## src/rtl/sdio_autoconfig_pkg.sv

```systemverilog
// -----------------------------------------------------------------------------
// sdio_autoconfig_pkg
//   Shared types and constants for the SDIO AutoConfig responder.
//   - ac_state_e    : responder lifecycle (UNCONF -> CONFIGURED | SHUTUP)
//   - OFS_*         : A[6:1] values of the writable AutoConfig registers
//   - ER_TYPE/FLAGS : fixed er_Type / er_Flags bytes of this board
//   - AC_WINDOW     : A[23:16] of the AutoConfig space ($E8xxxx)
//   - is_plain_nibble() : offsets that are presented true (not inverted)
// -----------------------------------------------------------------------------
package sdio_autoconfig_pkg;

  typedef enum logic [1:0] {
    UNCONF     = 2'd0,
    CONFIGURED = 2'd1,
    SHUTUP     = 2'd2
  } ac_state_e;

  // A_LOW carries A[6:1], so each constant is the byte offset shifted right by 1.
  localparam logic [5:0] OFS_BASE_HI = 6'h24;  // $48
  localparam logic [5:0] OFS_BASE_LO = 6'h25;  // $4A
  localparam logic [5:0] OFS_SHUTUP  = 6'h26;  // $4C

  // Zorro II, diagnostic vector valid, 64 KB board.
  localparam logic [7:0] ER_TYPE  = 8'hD1;
  localparam logic [7:0] ER_FLAGS = 8'h00;

  localparam logic [7:0] AC_WINDOW = 8'hE8;

  // er_Type ($00/$02) and the $40/$42 control nibbles are read true;
  // every other AutoConfig nibble is stored and returned complemented.
  function automatic logic is_plain_nibble(input logic [5:0] a_low);
    return (a_low == 6'h00) || (a_low == 6'h01) ||
           (a_low == 6'h20) || (a_low == 6'h21);
  endfunction

endpackage : sdio_autoconfig_pkg

```

## src/rtl/sdio_autoconfig_rom.sv

```systemverilog
// -----------------------------------------------------------------------------
// sdio_autoconfig_rom
//   Combinational AutoConfig nibble lookup. Each descriptor byte occupies two
//   consecutive A[6:1] slots: high nibble first, low nibble second.
//   Ports:
//     a_low  [5:0] in  : CPU A[6:1]
//     nibble [3:0] out : value to present on D[15:12] (inversion applied)
// -----------------------------------------------------------------------------
module sdio_autoconfig_rom
  import sdio_autoconfig_pkg::*;
#(
  parameter logic [7:0]  PRODUCT_ID   = 8'h03,
  parameter logic [15:0] MANUFACTURER = 16'h1337,
  parameter logic [31:0] SERIAL       = 32'h0000_0001,
  parameter logic [15:0] DIAG_VEC     = 16'h0040
) (
  input  logic [5:0] a_low,
  output logic [3:0] nibble
);

  logic [3:0] raw;

  always_comb begin
    // NOTE: every variable written in an always_comb gets a default first, so
    // no path through the case can leave it unassigned and infer a latch.
    raw = 4'h0;
    case (a_low)
      // $00/$02 er_Type
      6'h00: raw = ER_TYPE[7:4];
      6'h01: raw = ER_TYPE[3:0];
      // $04/$06 er_Product
      6'h02: raw = PRODUCT_ID[7:4];
      6'h03: raw = PRODUCT_ID[3:0];
      // $08/$0A er_Flags
      6'h04: raw = ER_FLAGS[7:4];
      6'h05: raw = ER_FLAGS[3:0];
      // $10..$16 er_Manufacturer
      6'h08: raw = MANUFACTURER[15:12];
      6'h09: raw = MANUFACTURER[11:8];
      6'h0A: raw = MANUFACTURER[7:4];
      6'h0B: raw = MANUFACTURER[3:0];
      // $18..$26 er_SerialNumber
      6'h0C: raw = SERIAL[31:28];
      6'h0D: raw = SERIAL[27:24];
      6'h0E: raw = SERIAL[23:20];
      6'h0F: raw = SERIAL[19:16];
      6'h10: raw = SERIAL[15:12];
      6'h11: raw = SERIAL[11:8];
      6'h12: raw = SERIAL[7:4];
      6'h13: raw = SERIAL[3:0];
      // $28..$2E er_InitDiagVec
      6'h14: raw = DIAG_VEC[15:12];
      6'h15: raw = DIAG_VEC[11:8];
      6'h16: raw = DIAG_VEC[7:4];
      6'h17: raw = DIAG_VEC[3:0];
      default: raw = 4'h0;
    endcase
    nibble = is_plain_nibble(a_low) ? raw : ~raw;
  end

endmodule : sdio_autoconfig_rom

```

## src/rtl/sdio_autoconfig.sv

```systemverilog
// -----------------------------------------------------------------------------
// sdio_autoconfig
//   Zorro II AutoConfig responder for the SF2000 SDIO function. While the
//   config chain selects it, it answers reads in the $E8xxxx window with the
//   descriptor ROM, then takes either a base address ($4A then $48) or a
//   shut-up ($4C) and passes the chain on.
//   Ports:
//     C7M               in   7 MHz bus clock, all state on its rising edge
//     RESET_n           in   asynchronous active-low reset
//     A_HIGH[7:0]       in   CPU A[23:16]
//     A_LOW[5:0]        in   CPU A[6:1]
//     RW_n              in   1 = read, 0 = write
//     AS_CPU_n          in   CPU address strobe (asynchronous to C7M)
//     CFGIN_n           in   config chain in, 0 = our turn
//     D_IN[3:0]         in   CPU D[15:12] write nibble
//     D_OUT[3:0]        out  registered read nibble for D[15:12]
//     D_OE              out  registered drive enable for D[15:12]
//     BASE_SDIO[7:0]    out  assigned A[23:16] base
//     SDIO_CONFIGURED_n out  0 once a base is assigned
//     CFGOUT_n          out  config chain out, 0 once we are done
// -----------------------------------------------------------------------------
module sdio_autoconfig
  import sdio_autoconfig_pkg::*;
#(
  parameter logic [7:0]  PRODUCT_ID   = 8'h03,
  parameter logic [15:0] MANUFACTURER = 16'h1337,
  parameter logic [31:0] SERIAL       = 32'h0000_0001,
  parameter logic [15:0] DIAG_VEC     = 16'h0040
) (
  input  logic       C7M,
  input  logic       RESET_n,
  input  logic [7:0] A_HIGH,
  input  logic [5:0] A_LOW,
  input  logic       RW_n,
  input  logic       AS_CPU_n,
  input  logic       CFGIN_n,
  input  logic [3:0] D_IN,
  output logic [3:0] D_OUT,
  output logic       D_OE,
  output logic [7:0] BASE_SDIO,
  output logic       SDIO_CONFIGURED_n,
  output logic       CFGOUT_n
);

  // Address-strobe synchroniser; idles high so reset never looks like a cycle.
  logic      as_meta_q, as_meta_d;
  logic      as_s_q,    as_s_d;

  ac_state_e state_q,   state_d;
  logic [3:0] base_lo_q, base_lo_d;
  logic [7:0] base_q,    base_d;
  logic       conf_n_q,  conf_n_d;
  logic       cfgout_n_q, cfgout_n_d;
  logic       wr_done_q, wr_done_d;
  logic       d_oe_q,    d_oe_d;
  logic [3:0] d_out_q,   d_out_d;

  logic [3:0] rom_nibble;
  logic       sel;
  logic       wr_accept;

  sdio_autoconfig_rom #(
    .PRODUCT_ID  (PRODUCT_ID),
    .MANUFACTURER(MANUFACTURER),
    .SERIAL      (SERIAL),
    .DIAG_VEC    (DIAG_VEC)
  ) u_rom (
    .a_low (A_LOW),
    .nibble(rom_nibble)
  );

  // Only an unconfigured board that holds the chain answers the window.
  assign sel       = !as_s_q && (A_HIGH == AC_WINDOW) && !CFGIN_n && (state_q == UNCONF);
  // wr_done blocks a long strobe from committing the same write twice.
  assign wr_accept = sel && !RW_n && !wr_done_q;

  always_comb begin
    as_meta_d = AS_CPU_n;
    as_s_d    = as_meta_q;
    state_d   = state_q;
    base_lo_d = base_lo_q;
    base_d    = base_q;
    conf_n_d  = conf_n_q;
    wr_done_d = wr_done_q;
    d_oe_d    = sel && RW_n;
    d_out_d   = rom_nibble;

    if (wr_accept) begin
      wr_done_d = 1'b1;
      case (A_LOW)
        OFS_BASE_LO: base_lo_d = D_IN;
        OFS_BASE_HI: begin
          base_d   = {D_IN, base_lo_q};
          conf_n_d = 1'b0;
          state_d  = CONFIGURED;
        end
        OFS_SHUTUP:  state_d = SHUTUP;
        default:     ;
      endcase
    end

    if (as_s_q) wr_done_d = 1'b0;

    // Derived from the next state so the chain opens on the commit edge.
    cfgout_n_d = (state_d == UNCONF);
  end

  // NOTE: the reset is asynchronous (in the sensitivity list) so outputs drop
  // the moment RESET_n falls, without waiting for a C7M edge.
  always_ff @(posedge C7M or negedge RESET_n) begin
    if (!RESET_n) begin
      as_meta_q  <= 1'b1;
      as_s_q     <= 1'b1;
      state_q    <= UNCONF;
      base_lo_q  <= 4'h0;
      base_q     <= 8'h00;
      conf_n_q   <= 1'b1;
      cfgout_n_q <= 1'b1;
      wr_done_q  <= 1'b0;
      d_oe_q     <= 1'b0;
      d_out_q    <= 4'h0;
    end else begin
      // NOTE: sequential state uses non-blocking assignments so every flop
      // samples its pre-edge inputs regardless of statement order.
      as_meta_q  <= as_meta_d;
      as_s_q     <= as_s_d;
      state_q    <= state_d;
      base_lo_q  <= base_lo_d;
      base_q     <= base_d;
      conf_n_q   <= conf_n_d;
      cfgout_n_q <= cfgout_n_d;
      wr_done_q  <= wr_done_d;
      d_oe_q     <= d_oe_d;
      d_out_q    <= d_out_d;
    end
  end

  assign D_OUT             = d_out_q;
  assign D_OE              = d_oe_q;
  assign BASE_SDIO         = base_q;
  assign SDIO_CONFIGURED_n = conf_n_q;
  assign CFGOUT_n          = cfgout_n_q;

endmodule : sdio_autoconfig
```

## config.mk

```make
export PLATFORM = sky130hd
export DESIGN_NAME = sdio_autoconfig
export DESIGN_NICKNAME = d
export VERILOG_FILES = /design/src/rtl/sdio_autoconfig_pkg.sv /design/src/rtl/sdio_autoconfig_rom.sv /design/src/rtl/sdio_autoconfig.sv
export SDC_FILE = /design/constraint.sdc
export NUM_CORES = 1
export LEC_CHECK = 0
export BUFFER_PORTS_ARGS = -buffer_cell sky130_fd_sc_hd__buf_2
export CAP_MARGIN = 40
export CORE_MARGIN = 5
export CORE_UTILIZATION = 35
export CTS_CLUSTER_SIZE = 20
export DETAILED_ROUTE_END_ITERATION = 8
export PLACE_DENSITY = 0.61
export SLEW_MARGIN = 20
export SYNTH_ARGS = -nofsm -noshare
export SYNTH_HDL_FRONTEND = slang
export SYNTH_SLANG_ARGS = --single-unit
```

## constraint.sdc

```tcl
create_clock -name C7M -period 5.7 [get_ports C7M]
set_input_delay 0.285 -clock C7M [delete_from_list [all_inputs] [get_ports C7M]]
set_output_delay 0.285 -clock C7M [all_outputs]
set_load 0.02 [all_outputs]
```

# After elaboration in Yosys (flattened, before gate mapping)
# Memories as Yosys holds them, arrays and structs flattened.
# Index checks and enable logic that the tools add are counted.
totals:
  register_bits: 24
  romBits: 128
  input_bits: 23
  output_inout_bits: 15
  mem_count: 1
mem_list:
  columns: ["memory", "depth", "width", "read_ports", "rd_clocked_by_memory_dff", "wr", "line", "text"]
  rows:
  - ["(no name shown)", 32, 4, 1, 0, 0, "sdio_autoconfig_rom.sv:27", "case (a_low)"]
classes:
  eq_ne: 7
  muxes: 6
  bitwise_logic: 1
  n_reduce_logical: 19
op_table:
  columns: ["operator", "count"]
  rows:
  - ["$eq 6x6->1 const B", 5]
  - ["$eq 8x8->1 const B", 1]
  - ["$mux 4", 2]
  - ["$eq 6x1->1 const B", 1]
  - ["$logic_and 1x1->1", 6]
  - ["$logic_not 6->1", 1]
  - ["$logic_not 1->1", 4]
  - ["$logic_not 2->1", 2]
  - ["$not 4->4", 1]
  - ["$pmux 2 s2", 1]
  - ["$reduce_and 2->1", 2]
  - ["$logic_or 1x1->1", 3]
  - ["$mux 1", 2]
  - ["$mux 2", 1]
  - ["$reduce_bool 2->1", 1]

# Logic depth before layout (Yosys ltp)
logic_depth:
  ltp_word: 8
  depth_mapped: 5

# Cells and area by module
# From an unflattened synthesis, not the netlist that was laid out.
unflattened:
  cells_unflattened: 72
  hier_area_um2: 998.5
modules_own_cells:
  columns: ["module", "instances", "cells_each", "area_each_um2", "seq_area_each_um2"]
  rows:
  - ["sdio_autoconfig", 1, 57, 905.9, 605.6]
  - ["sdio_autoconfig_rom", 1, 15, 92.6, 0.0]

# Worst setup path after synthesis
# OpenSTA, ideal clock, no wires.
synth_path:
  kind: "register to register"
  start: "reg state_q[0]"
  end: "reg base_lo_q[0]"
  setup_ns: 0.125
  arrival_ns: 1.702
  slack_ns: 3.873
  path_stages_with_launch: 5
  path_buffers: 0
  period_less_slack_ns: 1.827
  path_cell_list: "dfrtp_1 -> nor4_4 -> nand4b_4 -> or4b_4 -> mux2_4"
synth_between:
  elab_chain_cells: 5
synth_rtl:
  columns: ["item", "line", "text"]
  rows:
  - ["from (decl)", "sdio_autoconfig.sv:49", "ac_state_e state_q, state_d;"]
  - ["from (signal assigned)", "sdio_autoconfig.sv:127", "state_q <= state_d;"]
  - ["$logic_not 2->1", "sdio_autoconfig.sv:73", "assign sel = !as_s_q && (A_HIGH == AC_WINDOW) && !CFGIN_n && (state_q == UNCONF);"]
  - ["$logic_and 1x1->1", "sdio_autoconfig.sv:73", null]
  - ["$logic_and 1x1->1 (2 in series)", "sdio_autoconfig.sv:75", "assign wr_accept = sel && !RW_n && !wr_done_q;"]
  - ["$reduce_and 2->1 (no line)", null, null]
  - ["to (signal assigned)", "sdio_autoconfig.sv:128", "base_lo_q <= base_lo_d;"]
  - ["to (decl)", "sdio_autoconfig.sv:50", "logic [3:0] base_lo_q, base_lo_d;"]
# No other way between the ends.
# A chain may end at the register's enable or synchronous reset.

# Final worst setup path
layout_path:
  start: "reg state_q[0]"
  end: "reg base_q[4], in the netlist BASE_SDIO[4]"
layout_between:
  elab_chain_cells: 5
layout_rtl:
  columns: ["item", "line", "text"]
  rows:
  - ["$logic_not 2->1", "sdio_autoconfig.sv:73", null]
  - ["$logic_and 1x1->1", "sdio_autoconfig.sv:73", null]
  - ["$logic_and 1x1->1 (2 in series)", "sdio_autoconfig.sv:75", null]
  - ["$reduce_and 2->1 (no line)", null, null]
  - ["to (signal assigned)", "sdio_autoconfig.sv:129", "base_q <= base_d;"]
  - ["to (decl)", "sdio_autoconfig.sv:51", "logic [7:0] base_q, base_d;"]
# No other way between the ends.

==> results.sh <==
export IMPL_synth_most_common_cell="dfrtp_1"
export IMPL_gr_usage_met1_pct=11.1
export IMPL_drt_first_iter_violations=5
export IMPL_hold_path_class="input port to flip-flop"
export IMPL_drcViolationCount=0
export IMPL_period_share_pct=34.9
export IMPL_drv_cap=0
export IMPL_netlist_area_um2=1030
export IMPL_power_total_uw=284
export IMPL_tightest_slew_ps=627
export IMPL_synth_cell_types=25
export IMPL_clock_root_buffer="clkbuf_4"
export IMPL_ir_drop_mv=0.162
export IMPL_worstHoldStart="AS_CPU_n"
export IMPL_grt_max_degree=25
export IMPL_drive_gt1_share_pct=60.7
export IMPL_path_cells="nor4_4 -> nand4b_4 -> nor4_4 -> mux2_2"
export IMPL_seqCellArea_um2=606
export IMPL_antenna_found_initial=0
export IMPL_met3_usage_pct=2.45
export IMPL_synth_ff_type="dfrtp_1"
export IMPL_cpPeakStageDelay_ps=570
export IMPL_place_congestion=0.691
export IMPL_hold_viol=0
export IMPL_timing_rr_start="state_q[0]"
export IMPL_synth_edf_count=0
export IMPL_final_area_um2=1290
export IMPL_synth_top_area_share_pct=48.8
export IMPL_fp_dieW_um=64.1
export IMPL_nets=136
export IMPL_grt_busiest_layer="met2"
export IMPL_drtPass1Iterations=2
export IMPL_yosys_register_bits=24
export IMPL_synth_commonest_cells="dfrtp_1, mux2_2"
export IMPL_worst_path_max_delay_cell="nor4_4"
export IMPL_wl_per_cell_um=13.3
export IMPL_synth_area_top_cells="dfrtp_1, dfstp_2, mux2_2"
export IMPL_reg2reg_depth=4
export IMPL_required_ps=5900
export IMPL_synth_top_area_cell="dfrtp_1"
export IMPL_clk_insertion_delay_late_ps=300
export IMPL_cts_tree="built"
export IMPL_multi_input_area_um2=413
export IMPL_slew_headroom_pct=57.9
export IMPL_dp_slack_ps=3670
export IMPL_p_leak_nw=0.673
export IMPL_powerDensity_nw_per_um2=220
export IMPL_fin_crit_ps=1990
export IMPL_use_met2_pct=19.0
export IMPL_clk_pin_slew_worst_paths_ps=120
export IMPL_synth_cells=71
export IMPL_r2r_end="BASE_SDIO[4]"
export IMPL_seq_area_frac_synth_pct=59.0
export IMPL_hold_path_endpoint="as_meta_q"
export IMPL_final_setup_worst_slack_ps=3710
export IMPL_clock_skew_ps=4.48
export IMPL_crit_path_frequent_cell="nor4_4"
export IMPL_core_area_um2=2780
export IMPL_path_max_fanout=10
export IMPL_vias_per_cell=4.87
export IMPL_grt_overflow=0
export IMPL_clock_path_buffers=2
export IMPL_grt_pass1_vias=777
export IMPL_crit_path_end_kind="flip-flop"
export IMPL_num_vias=697
export IMPL_setup_viol=0
export IMPL_initial_utilization_pct=36.9
export IMPL_drv_slew=0
export IMPL_worstHoldPathCells=1
export IMPL_start_kind="flip-flop"
export IMPL_hpwl_um=1560
export IMPL_setup_tns_ps=0
export IMPL_grt_pass1_wl_um=3350
export IMPL_rsz0062_at_grt="false"
export IMPL_synth_warnings=0
export IMPL_outcome="complete, no violations"
export IMPL_antenna_cells=0
export IMPL_fill_cells=265
export IMPL_h_tree_depth=1
export IMPL_postCtsSetupBuffers=0
export IMPL_cts_sinks=24
export IMPL_avgSynthCellArea_um2=14.5
export IMPL_worstPathArrival_ps=2190
export IMPL_synthArstFlopShare_pct=100
export IMPL_postRouteAntennaNets=0
export IMPL_clock_fmax_ghz=0.502
export IMPL_die_area_um2=4110
export IMPL_placed_area_um2=1250
export IMPL_crit_type="flip-flop to flip-flop"
export IMPL_io_buffer_count=37
export IMPL_syn_to_final_growth_pct=26.0
export IMPL_synth_nets=94
export IMPL_regToRegSetupSlack_ps=3710
export IMPL_numCtsBuffers=3
export IMPL_drt_wl_total_um=1900
export IMPL_num_io_pins=38
export IMPL_core_rowCount=19
export IMPL_grt_usage_pct=10.1
export IMPL_die_h_um=64.1
==> state kept, by name (all words and copies together), names as in the netlist <==
| name | flops |
|---|---|
| as_meta_q | 1 |
| SDIO_CONFIGURED_n | 1 |
| D_OUT | 4 |
| CFGOUT_n | 1 |
| state_q | 2 |
| D_OE | 1 |
| base_lo_q | 4 |
| BASE_SDIO | 8 |
| as_s_q | 1 |
| wr_done_q | 1 |
==> worst max-delay path: cells and delay by family (launching register included) <==
family / cells / cell delay (ps)
simple gates: 3 / 1040
flops: 1 / 450
mux: 1 / 410
==> per-stage QoR <==
stage / hold slack (ps) / instances / util [%]
floorplan: -10.6 / 71 / -
global placement: 285 / 138 / 44.8
detailed placement: 293 / 138 / 44.8
CTS: 59.9 / 143 / 46.5
global route: 41.6 / 143 / 46.5
finish: 64.7 / 143 / 46.5
==> how the worst max path moves through the flow <==
stage	depth (start not counted)	startpoint	slack, ps	endpoint
after floorplan	4	state_q[0]	3870	base_lo_q[0]
after global placement	5	A_HIGH[1]	3700	BASE_SDIO[4]
after detailed placement	5	A_HIGH[1]	3670	BASE_SDIO[4]
after CTS	4	state_q[0]	3680	BASE_SDIO[4]
after global routing	4	state_q[0]	3600	BASE_SDIO[3]
final	4	state_q[0]	3710	BASE_SDIO[4]
==> logic make-up after synthesis <==
kind of cell / after synthesis / synth area share, %
AO/OA/AOI/OAI: 7 / 4.03
buffers and inverters: 2 / 0.731
flip-flops: 24 / 59.0
multiplexers: 13 / 15.7
AND/OR/NAND/NOR: 25 / 20.5
==> cells in the final DEF, fill, tap and decap left out, types with 2 or more instances in the layout <==
| master | netlist | layout |
|---|---|---|
| nor4_4 | 2 | 2 |
| o21ai_0 | 2 | 2 |
| mux2_4 | 4 | 4 |
| a21oi_1 | 2 | 2 |
| dfrtp_1 | 20 | 20 |
| or2_2 | 3 | 3 |
| nor2_1 | 4 | 4 |
| nand2_1 | 4 | 4 |
| and4bb_2 | 2 | 2 |
| mux2_2 | 9 | 9 |
| buf_2 | 0 | 37 |
| nor3_1 | 2 | 2 |
| dfstp_2 | 4 | 4 |
| clkbuf_4 | 0 | 3 |
==> power by group <==
part	switching, mW	total, mW	leakage [nW]	internal, mW
combinational	0.0136	0.0248	0.349	0.0112
clock	0.0470	0.0860	0.0210	0.0390
sequential	0.000517	0.173	0.303	0.173
==> metal layers <==
| metal | share of wire [%] | up-vias |
|---|---|---|
| li1 | - | 340 |
| met1 | 39 | 337 |
| met2 | 55 | 18 |
| met3 | 5.2 | 2 |
| met4 | 0.47 | 0 |
| met5 | 0 | - |
==> area by class of cell <==
| class | instances | area share (%) |
|---|---|---|
| multi-input cells | 45 | 31.9 |
| well taps | 31 | 3.00 |
| clock buffers | 4 | 2.81 |
| inverters | 1 | 0.290 |
| flip-flops and latches | 24 | 46.9 |
| repair buffers | 38 | 15.1 |
==> timing repair <==
| item | 4_1_cts | 5_1_grt |
|---|---|---|
| endpoints found under the hold margin | 20 | 0 |
| hold buffers | 1 | 0 |
| resized for setup | 0 | 0 |
Power figures use the tool's default switching activity.
